File: src/rtl/game_sequencer_pkg.sv
// Shared types and constants for the game sequencer slice: FSM state
// encoding, score/level widths and the default frame geometry.
package game_pkg;

    typedef enum logic [1:0] {
        IDLE = 2'd0,
        RUN  = 2'd1,
        OVER = 2'd2
    } game_state_t;

    localparam int SCORE_W         = 16;
    localparam int LEVEL_W         = 3;
    localparam int PIX_W           = 10;
    localparam int FRAME_H_END_DEF = 799;
    localparam int FRAME_V_END_DEF = 524;

endpackage

File: src/rtl/game_sequencer_if.sv
// Bundle of the display-side inputs and game-status outputs of the
// sequencer. The master side (display/controller) drives the pixel and
// button signals; the slave side (game_sequencer) drives status.
interface game_sequencer_if;
    import game_pkg::*;

    logic                 start;
    logic [PIX_W-1:0]     hCount;
    logic [PIX_W-1:0]     vCount;
    logic                 bright;
    logic                 rex_fill;
    logic                 obst_fill;
    logic                 frame_tick;
    logic                 run;
    logic                 game_over;
    logic [SCORE_W-1:0]   score;
    logic [LEVEL_W-1:0]   level;
    logic [SCORE_W-1:0]   hiscore;

    modport master (
        output start, hCount, vCount, bright, rex_fill, obst_fill,
        input  frame_tick, run, game_over, score, level, hiscore
    );

    modport slave (
        input  start, hCount, vCount, bright, rex_fill, obst_fill,
        output frame_tick, run, game_over, score, level, hiscore
    );

endinterface

File: src/rtl/game_sequencer_frame_tick_gen.sv
// Produces a single-cycle pulse one cycle after the last pixel of a frame
// has been seen on the display counters.
module frame_tick_gen
    import game_pkg::*;
#(
    parameter int FRAME_H_END = FRAME_H_END_DEF,
    parameter int FRAME_V_END = FRAME_V_END_DEF
) (
    input  logic             clk,
    input  logic             rst,
    input  logic [PIX_W-1:0] h_count,
    input  logic [PIX_W-1:0] v_count,
    output logic             frame_tick
);

    localparam logic [PIX_W-1:0] H_LAST = PIX_W'(FRAME_H_END);
    localparam logic [PIX_W-1:0] V_LAST = PIX_W'(FRAME_V_END);

    // Register the end-of-frame match so the pulse lands on the following cycle.
    always_ff @(posedge clk or posedge rst) begin
        if (rst) begin
            frame_tick <= 1'b0;
        end else begin
            frame_tick <= (h_count == H_LAST) && (v_count == V_LAST);
        end
    end

endmodule

File: src/rtl/game_sequencer.sv
// Game sequencer: IDLE/RUN/OVER control, collision latch, frame-based
// scoring and level progression for the runner game.
// Optional feature: define GAME_SEQUENCER_HISCORE_EN to keep a best-score
// register; otherwise the hiscore port is tied to zero.
module game_sequencer
    import game_pkg::*;
#(
    parameter int FRAME_H_END = FRAME_H_END_DEF,
    parameter int FRAME_V_END = FRAME_V_END_DEF,
    parameter int SCORE_DIV   = 6,
    parameter int LEVEL_STEP  = 100,
    parameter int LEVEL_MAX   = 7
) (
    input  logic            clk,
    input  logic            rst,
    game_sequencer_if.slave bus
);

    localparam logic [5:0]         FRAME_LAST = 6'(SCORE_DIV - 1);
    localparam logic [9:0]         PTS_LAST   = 10'(LEVEL_STEP - 1);
    localparam logic [LEVEL_W-1:0] LVL_TOP    = LEVEL_W'(LEVEL_MAX);
    localparam logic [SCORE_W-1:0] SCORE_TOP  = '1;

    game_state_t        state;
    game_state_t        state_n;
    logic               frame_tick;
    logic               start_q;
    logic               start_rise;
    logic               collide;
    logic               begin_game;
    logic               game_end;
    logic               frame_adv;
    logic               hit_latch;
    logic [5:0]         frame_cnt;
    logic [9:0]         pts_cnt;
    logic [SCORE_W-1:0] score;
    logic [LEVEL_W-1:0] level;
    logic               run_q;
    logic               over_q;

    frame_tick_gen #(
        .FRAME_H_END (FRAME_H_END),
        .FRAME_V_END (FRAME_V_END)
    ) u_tick (
        .clk        (clk),
        .rst        (rst),
        .h_count    (bus.hCount),
        .v_count    (bus.vCount),
        .frame_tick (frame_tick)
    );

    assign start_rise = bus.start & ~start_q;
    assign collide    = bus.bright & bus.rex_fill & bus.obst_fill;
    assign begin_game = (state == IDLE) && start_rise;
    assign game_end   = (state == RUN) && frame_tick && hit_latch;
    assign frame_adv  = (state == RUN) && frame_tick && !hit_latch;

    // Remember the previous button level so only rising edges act as commands.
    always_ff @(posedge clk or posedge rst) begin
        if (rst) begin
            start_q <= 1'b0;
        end else begin
            start_q <= bus.start;
        end
    end

    // Game state register.
    always_ff @(posedge clk or posedge rst) begin
        if (rst) begin
            state <= IDLE;
        end else begin
            state <= state_n;
        end
    end

    // Next-state: start launches or dismisses a game, a latched hit ends it at frame end.
    always_comb begin
        state_n = state;
        case (state)
            IDLE:    if (start_rise) state_n = RUN;
            RUN:     if (frame_tick && hit_latch) state_n = OVER;
            OVER:    if (start_rise) state_n = IDLE;
            default: state_n = IDLE;
        endcase
    end

    // Status flags decode the upcoming state so they change together with it.
    always_ff @(posedge clk or posedge rst) begin
        if (rst) begin
            run_q  <= 1'b0;
            over_q <= 1'b0;
        end else begin
            run_q  <= (state_n == RUN);
            over_q <= (state_n == OVER);
        end
    end

    // Collision latch: any visible overlap while running, forgotten at each frame boundary.
    always_ff @(posedge clk or posedge rst) begin
        if (rst) begin
            hit_latch <= 1'b0;
        end else if (begin_game) begin
            hit_latch <= 1'b0;
        end else begin
            hit_latch <= (hit_latch && !frame_tick) || ((state == RUN) && collide);
        end
    end

    // Score every SCORE_DIV survived frames and raise the level every LEVEL_STEP points.
    always_ff @(posedge clk or posedge rst) begin
        if (rst) begin
            frame_cnt <= '0;
            pts_cnt   <= '0;
            score     <= '0;
            level     <= '0;
        end else if (begin_game) begin
            frame_cnt <= '0;
            pts_cnt   <= '0;
            score     <= '0;
            level     <= '0;
        end else if (frame_adv) begin
            if (frame_cnt == FRAME_LAST) begin
                frame_cnt <= '0;
                if (score != SCORE_TOP) begin
                    score <= score + 16'd1;
                end
                if (pts_cnt == PTS_LAST) begin
                    pts_cnt <= '0;
                    if (level != LVL_TOP) begin
                        level <= level + 3'd1;
                    end
                end else begin
                    pts_cnt <= pts_cnt + 10'd1;
                end
            end else begin
                frame_cnt <= frame_cnt + 6'd1;
            end
        end
    end

`ifdef GAME_SEQUENCER_HISCORE_EN
    logic [SCORE_W-1:0] hiscore;

    // Keep the best final score, captured as a game ends.
    always_ff @(posedge clk or posedge rst) begin
        if (rst) begin
            hiscore <= '0;
        end else if (game_end && (score > hiscore)) begin
            hiscore <= score;
        end
    end

    assign bus.hiscore = hiscore;
`else
    assign bus.hiscore = '0;
`endif

    assign bus.frame_tick = frame_tick;
    assign bus.run        = run_q;
    assign bus.game_over  = over_q;
    assign bus.score      = score;
    assign bus.level      = level;

endmodule

File: src/flat_wrapper.sv
// flat-port wrapper written by rule: the top's interface ports become plain ports
module game_sequencer_flat import game_pkg::*;
#(
    parameter int FRAME_H_END = FRAME_H_END_DEF,
    parameter int FRAME_V_END = FRAME_V_END_DEF,
    parameter int SCORE_DIV   = 6,
    parameter int LEVEL_STEP  = 100,
    parameter int LEVEL_MAX   = 7
)
  (clk, rst, bus_start, bus_hCount, bus_vCount, bus_bright, bus_rex_fill, bus_obst_fill, bus_frame_tick, bus_run, bus_game_over, bus_score, bus_level, bus_hiscore);
  game_sequencer_if bus_i ();
  input  logic clk;
  input  logic rst;
  input wire logic [$bits(bus_i.start)-1:0] bus_start;
  input wire logic [$bits(bus_i.hCount)-1:0] bus_hCount;
  input wire logic [$bits(bus_i.vCount)-1:0] bus_vCount;
  input wire logic [$bits(bus_i.bright)-1:0] bus_bright;
  input wire logic [$bits(bus_i.rex_fill)-1:0] bus_rex_fill;
  input wire logic [$bits(bus_i.obst_fill)-1:0] bus_obst_fill;
  output wire logic [$bits(bus_i.frame_tick)-1:0] bus_frame_tick;
  output wire logic [$bits(bus_i.run)-1:0] bus_run;
  output wire logic [$bits(bus_i.game_over)-1:0] bus_game_over;
  output wire logic [$bits(bus_i.score)-1:0] bus_score;
  output wire logic [$bits(bus_i.level)-1:0] bus_level;
  output wire logic [$bits(bus_i.hiscore)-1:0] bus_hiscore;
  assign bus_i.start = bus_start;
  assign bus_i.hCount = bus_hCount;
  assign bus_i.vCount = bus_vCount;
  assign bus_i.bright = bus_bright;
  assign bus_i.rex_fill = bus_rex_fill;
  assign bus_i.obst_fill = bus_obst_fill;
  assign bus_frame_tick = bus_i.frame_tick;
  assign bus_run = bus_i.run;
  assign bus_game_over = bus_i.game_over;
  assign bus_score = bus_i.score;
  assign bus_level = bus_i.level;
  assign bus_hiscore = bus_i.hiscore;
  game_sequencer #(.FRAME_H_END(FRAME_H_END), .FRAME_V_END(FRAME_V_END), .SCORE_DIV(SCORE_DIV), .LEVEL_STEP(LEVEL_STEP), .LEVEL_MAX(LEVEL_MAX)) u_core (.clk(clk), .rst(rst), .bus(bus_i));
endmodule
File: config.mk
export PLATFORM = sky130hd
export DESIGN_NAME = game_sequencer_flat
export DESIGN_NICKNAME = d
export VERILOG_FILES = /design/src/rtl/game_sequencer_pkg.sv /design/src/rtl/game_sequencer_if.sv /design/src/rtl/game_sequencer_frame_tick_gen.sv /design/src/rtl/game_sequencer.sv /design/src/flat_wrapper.sv
export SDC_FILE = /design/constraint.sdc
export NUM_CORES = 1
export LEC_CHECK = 0
export CAP_MARGIN = 40
export CORE_MARGIN = 4
export CORE_UTILIZATION = 49
export DETAILED_ROUTE_END_ITERATION = 6
export PLACE_DENSITY = 0.79
export SYNTH_ARGS = -nofsm -noshare
export SYNTH_HDL_FRONTEND = slang
export SYNTH_SLANG_ARGS = --single-unit
File: constraint.sdc
create_clock -name clk -period 2.5 [get_ports clk]
set_input_delay 0.5 -clock clk [delete_from_list [all_inputs] [get_ports clk]]
set_output_delay 0.5 -clock clk [all_outputs]
set_load 0.05 [all_outputs]
; ---- Word level (Yosys, flattened, before mapping)
; Index checks and enable logic that the tools add are counted.
[word_totals]
register_bits = 42
in_bits = 26
output_inout_bits = 38
elab_cells = 68
[classes]
add_sub_neg = 4
n_eq_ne = 10
mux = 21
n_bitwise = 4
n_reduce_logical = 19
[op_table]
columns = cell, count
row1 = $mux W16, 4
row2 = $mux W10, 4
row3 = $eq A10 B10 Y1 const B, 2
row4 = $mux W6, 3
row5 = $add A16 B1 Y16 const B, 1
row6 = $ne A16 B16 Y1 const B, 1
row7 = $mux W3, 5
row8 = $add A10 B1 Y10 const B, 1
row9 = $eq A10 B7 Y1 const B, 1
row10 = $reduce_bool A2 Y1, 5
row11 = $logic_and A1 B1 Y1, 7
row12 = $add A6 B1 Y6 const B, 1
row13 = $eq A6 B3 Y1 const B, 1
row14 = $mux W2, 3
row15 = $pmux W2 S3, 1
row16 = $eq A2 B1 Y1 const B, 2
row17 = $eq A2 B2 Y1 const B, 2
row18 = $reduce_and A4 Y1, 1
row19 = $add A3 B1 Y3 const B, 1
row20 = $and A1 B1 Y1, 3
row21 = $ne A3 B3 Y1 const B, 1
row22 = $reduce_and A3 Y1, 1
row23 = $logic_not A1 Y1, 2
row24 = $logic_not A2 Y1, 1
row25 = other kinds (4), 4

; ---- Depth between registers and ports, before layout
[depth]
ltp_word = 6
depth_mapped = 8
depth_no_buf = 6

; ---- Modules after synthesis
; Synthesis repeated with hierarchy kept, for this count alone.
[hier_totals]
cells_unflattened = 248
hier_area_um2 = 2444.8
[by_module_without_submodules]
columns = mod, n_inst, cells_per_inst, area_each_um2, seq_area_each_um2
row1 = game_sequencer, 1, 238, 2356.0, 1026.0
row2 = frame_tick_gen, 1, 10, 88.8, 25.0

; ---- Worst setup path before layout
; Ideal clock, no wire load.
[synth_timing]
path_kind = reg2reg
from = reg u_core.u_tick.frame_tick
to = reg u_core.score[12] (netlist: u_core.bus.score[12])
setup_time_ps = 131
t_arrival_ps = 2023
t_required_ps = 2369
slack_ps = 346
stages_incl_launch_ff = 6
period_less_slack_ps = 2154
cell_sequence = dfrtp_1 -> and4bb_1 -> buf_2 -> nand3_1 -> o311a_1 -> or3_1
[synth_via]
elab_chain_len = 4
[synth_rtl]
columns = item, line
row1 = "start, declared", game_sequencer_frame_tick_gen.sv:13  ; output logic frame_tick
row2 = "start signal, assigned", game_sequencer_frame_tick_gen.sv:24  ; frame_tick <= (h_count == H_LAST) && (v_count == V_LAST);
row3 = $logic_and A1 B1 Y1, n/a
row4 = $logic_and A1 B1 Y1, game_sequencer.sv:56  ; assign frame_adv = (state == RUN) && frame_tick && !hit_latch;
row5 = $reduce_bool A2 Y1 (no source line), n/a
row6 = $reduce_and A3 Y1 (no source line), n/a
row7 = "end signal, assigned", game_sequencer.sv:125  ; score <= score + 16'd1;
row8 = "end, declared", game_sequencer.sv:36  ; logic [SCORE_W-1:0] score;
; No other way between the ends.
; A chain may end at the register's enable or synchronous reset.

; ---- Worst setup path in the final report
[layout_timing]
from = reg u_core.u_tick.frame_tick
to = out bus_frame_tick
[layout_rtl]
columns = item, line
row1 = "end, declared", flat_wrapper.sv:20  ; output wire logic [$bits(bus_i.frame_tick)-1:0] bus_frame_tick;
; No word-level cell between the ends.

==> flow_metrics.py <==
metrics = {
    "run_status": {
        "status": "complete, no violations",
    },
    "die": {
        "num_rows": 25,
        "io_pins": 64,
        "core_um2": 4750,
        "die_area_um2": 6160,
        "die_w_um": 78.5,
        "die_h_um": 78.5,
        "start_util": 0.512,
    },
    "routing": {
        "via_per_inst": 5.89,
        "drt_iter0_drc": 391,
        "drcViolationCount": 0,
        "first_pass_iters": 4,
        "via_count": 2234,
        "ant_nets": 0,
        "wirelength_mm": 5.71,
        "routedWlPerCell_um": 15.1,
    },
    "cts": {
        "hold_buffers": 0,
        "root_buffer": "clkbuf_8",
        "cts.sinks": 42,
        "post_cts_buffers": 0,
        "cts.htree.levels": 2,
        "cts_tree": "built",
        "cts_resized": 0,
        "clk_latency_ns": 0.29,
        "clockBufferDepth": 2,
        "cts.clk_slew.worst_paths_ns": 0.08,
        "numCtsBuffers": 5,
    },
    "power_and_ir_drop": {
        "combPwrFrac": 0.104,
        "p_leak_nw": 1.23,
        "p_int_mw": 1.06,
        "switching_share": 0.240,
        "power_density_nw_per_um2": 452,
        "pwr-share-seq": 0.501,
        "totalPowerFinal_mw": 1.39,
        "ir_drop_mv": 0.336,
        "p_clk_frac": 0.396,
        "p_sw_uw": 333,
    },
    "final_layout": {
        "drive_gt1_frac": 0.0641,
        "design_area_um2": 3070,
        "multi_input_area_um2": 1250,
        "fillCellCount": 389,
        "fin_util": 0.647,
        "seq_area_um2": 1050,
        "nets": 344,
        "syn_to_final_growth_pct": 26.4,
        "n_antenna_cell": 0,
    },
    "logic_synthesis": {
        "syn_inst": 258,
        "syn_area_um2": 2430,
        "synth_most_common_cell": "dfrtp_1",
        "synth.area.top_cells": "dfrtp_1 (43%), buf_4 (4.9%), nand3_1 (3.7%)",
        "synthArstFlopShare": 1.00,
        "ys_types": 53,
        "syn_avg_cell_area_um2": 9.43,
        "synth_commonest_cells": "dfrtp_1 (42), nand2_1 (23), nand3_1 (18), a21oi_1 (16), buf_4 (16)",
        "ys_seq_area_frac": 0.432,
        "synth_edf_count": 0,
        "ys.flop_type": "dfrtp_1",
        "synth_area_leader_cell": "dfrtp_1",
        "synth_top_area_frac": 0.432,
        "yosys_register_bits": 42,
        "ys_warn_count": 0,
    },
    "hold_path": {
        "holdPathStages": 1,
        "hold_end": "u_core.bus.score[15]$_DFFE_PP0P_",
        "hold_class": "flip-flop to flip-flop",
        "min-delay-start": "u_core.bus.score[15]$_DFFE_PP0P_",
    },
    "sta": {
        "relSlewSlack": 0.426,
        "final.setup.tns_ns": 0,
        "min_period_ns": 2.14,
        "rsz0062_at_grt": "no",
        "worst_pin_slew_ns": 0.857,
        "finalCritPeriodShare": 0.856,
        "finalMaxSlewViolations": 0,
        "hold_violations": 0,
        "timing.hold.ws_ns": 0.522,
        "fin_worst_skew_ns": 0.0112,
        "timing.fmax_mhz": 467,
        "setup_viol": 0,
    },
    "global_route": {
        "grtUsageTotal": 0.191,
        "grt_pass1_wl_mm": 9.46,
        "grt_overflow": 0,
        "grt_pass1_vias": 2034,
        "grt_max_degree": 43,
        "antenna_found_initial": 0,
    },
    "flow_run": {
        "max-cap-violations": 0,
    },
    "setup_path": {
        "crit_slowest_cell": "clkdlybuf4s50_1",
        "cp-start-kind": "flip-flop",
        "required_ns": 2.00,
        "worst-path-buf-inv": 1,
        "cp-end-kind": "output port",
        "crit_family": "buffers and inverters",
        "reg2reg_slack_ns": 0.37,
        "worst_r2r_endpoint": "u_core.bus.level[0]$_DFFE_PP0P_",
        "cp_max_fo": 7,
        "crit_chain": "clkdlybuf4s50_1",
        "critPathKind": "flip-flop to output port",
        "r2r_start": "u_core.frame_cnt[1]$_DFFE_PP0P_",
        "r2r_cells": 6,
        "crit_path_max_incr_delay_ns": 0.87,
        "arrival_ns": 1.64,
    },
    "placed_design": {
        "io_buffers": 47,
        "gp_congestion": 0.879,
        "dpl_cell_area_um2": 2960,
        "dp.final_hpwl_mm": 4.17,
    },
}
worst max-delay path by stage:
stage,slack (ns),start,to,depth (start not counted)
floorplan,0.35,u_core.u_tick.frame_tick$_DFF_PP0_,u_core.bus.score[12]$_DFFE_PP0P_,5
global placement,0.24,bus_start,u_core.bus.score[12]$_DFFE_PP0P_,4
detailed placement,0.15,bus_start,u_core.pts_cnt[9]$_DFFE_PP0P_,5
CTS,0.34,u_core.frame_cnt[1]$_DFFE_PP0P_,u_core.bus.level[0]$_DFFE_PP0P_,6
global route,0.17,u_core.frame_cnt[1]$_DFFE_PP0P_,u_core.bus.level[0]$_DFFE_PP0P_,6
finish,0.36,u_core.u_tick.frame_tick$_DFF_PP0_,bus_frame_tick,1
through the flow:
stage | std cells | setup slack, ns
4_1_cts | 379 | 0.343
3_3_place_gp | 372 | 0.241
5_1_grt | 379 | 0.169
6_report | 379 | 0.360
3_5_place_dp | 372 | 0.147
2_1_floorplan | 273 | 0.346
layout make-up:
type                    instances  area share
clock inverters                 1     0.00977
multi-input cells             197       0.406
flip-flops and latches         42       0.342
clock buffers                   6      0.0269
inverters                       9      0.0110
repair buffers                 57       0.177
well taps                      67      0.0273
layer usage:
layer	share of wire	GRT usage
met1	0.44	0.253
met2	0.47	0.313
met3	0.077	0.0447
met4	0.010	0.0524
met5	0	0
power groups by stage:
stage          clock, mW  combinational, mW  sequential (mW)
2_1_floorplan          0              0.103            0.716
3_3_place_gp           0              0.144            0.709
3_5_place_dp           0              0.145            0.710
4_1_cts            0.557              0.146            0.696
5_1_grt            0.594              0.154            0.698
6_report           0.550              0.144            0.696
layout by cell type (no fill, tap or decap), types with 2 or more instances in the layout:
| master | instances |
|---|---|
| o211ai_1 | 9 |
| o31a_1 | 3 |
| nand3_1 | 18 |
| nand2_1 | 23 |
| conb_1 | 16 |
| and2_1 | 2 |
| o311ai_0 | 3 |
| o311ai_1 | 2 |
| or4b_1 | 2 |
| dfrtp_1 | 42 |
| nand4_1 | 11 |
| o31ai_1 | 8 |
| nor3_1 | 7 |
| mux2i_1 | 4 |
| and3_1 | 4 |
| clkbuf_8 | 6 |
| a32o_1 | 2 |
| nor4_1 | 4 |
| or4_1 | 5 |
| clkdlybuf4s50_1 | 47 |
| or3_1 | 4 |
| nor2_1 | 10 |
| nand3b_1 | 3 |
| ha_1 | 6 |
| o21ai_0 | 9 |
| inv_1 | 9 |
| nor4bb_1 | 2 |
| buf_4 | 10 |
| a21oi_1 | 16 |
kinds of logic (layout without fill, tap and decap cells):
group,after synthesis,count (layout),share of synthesized area
AO/OA/AOI/OAI,64,64,0.181
XOR/XNOR,1,1,0.00360
adder cells (fa/ha/maj),6,6,0.0309
buffers and inverters,34,73,0.0782
flip-flops,42,42,0.432
multiplexers,4,4,0.0165
other,1,16,0.00154
AND/OR/NAND/NOR,106,106,0.257
flip-flops by register name (all words and copies together) (netlist names):
signal / cells
u_core.state: 2
u_core.start_q: 1
u_core.hit_latch: 1
u_core.bus.score: 16
u_core.bus.level: 3
u_core.bus.game_over: 1
u_core.frame_cnt: 6
u_core.u_tick.frame_tick: 1
u_core.bus.run: 1
u_core.pts_cnt: 10
No activity file was read; power rests on OpenSTA's default activity.
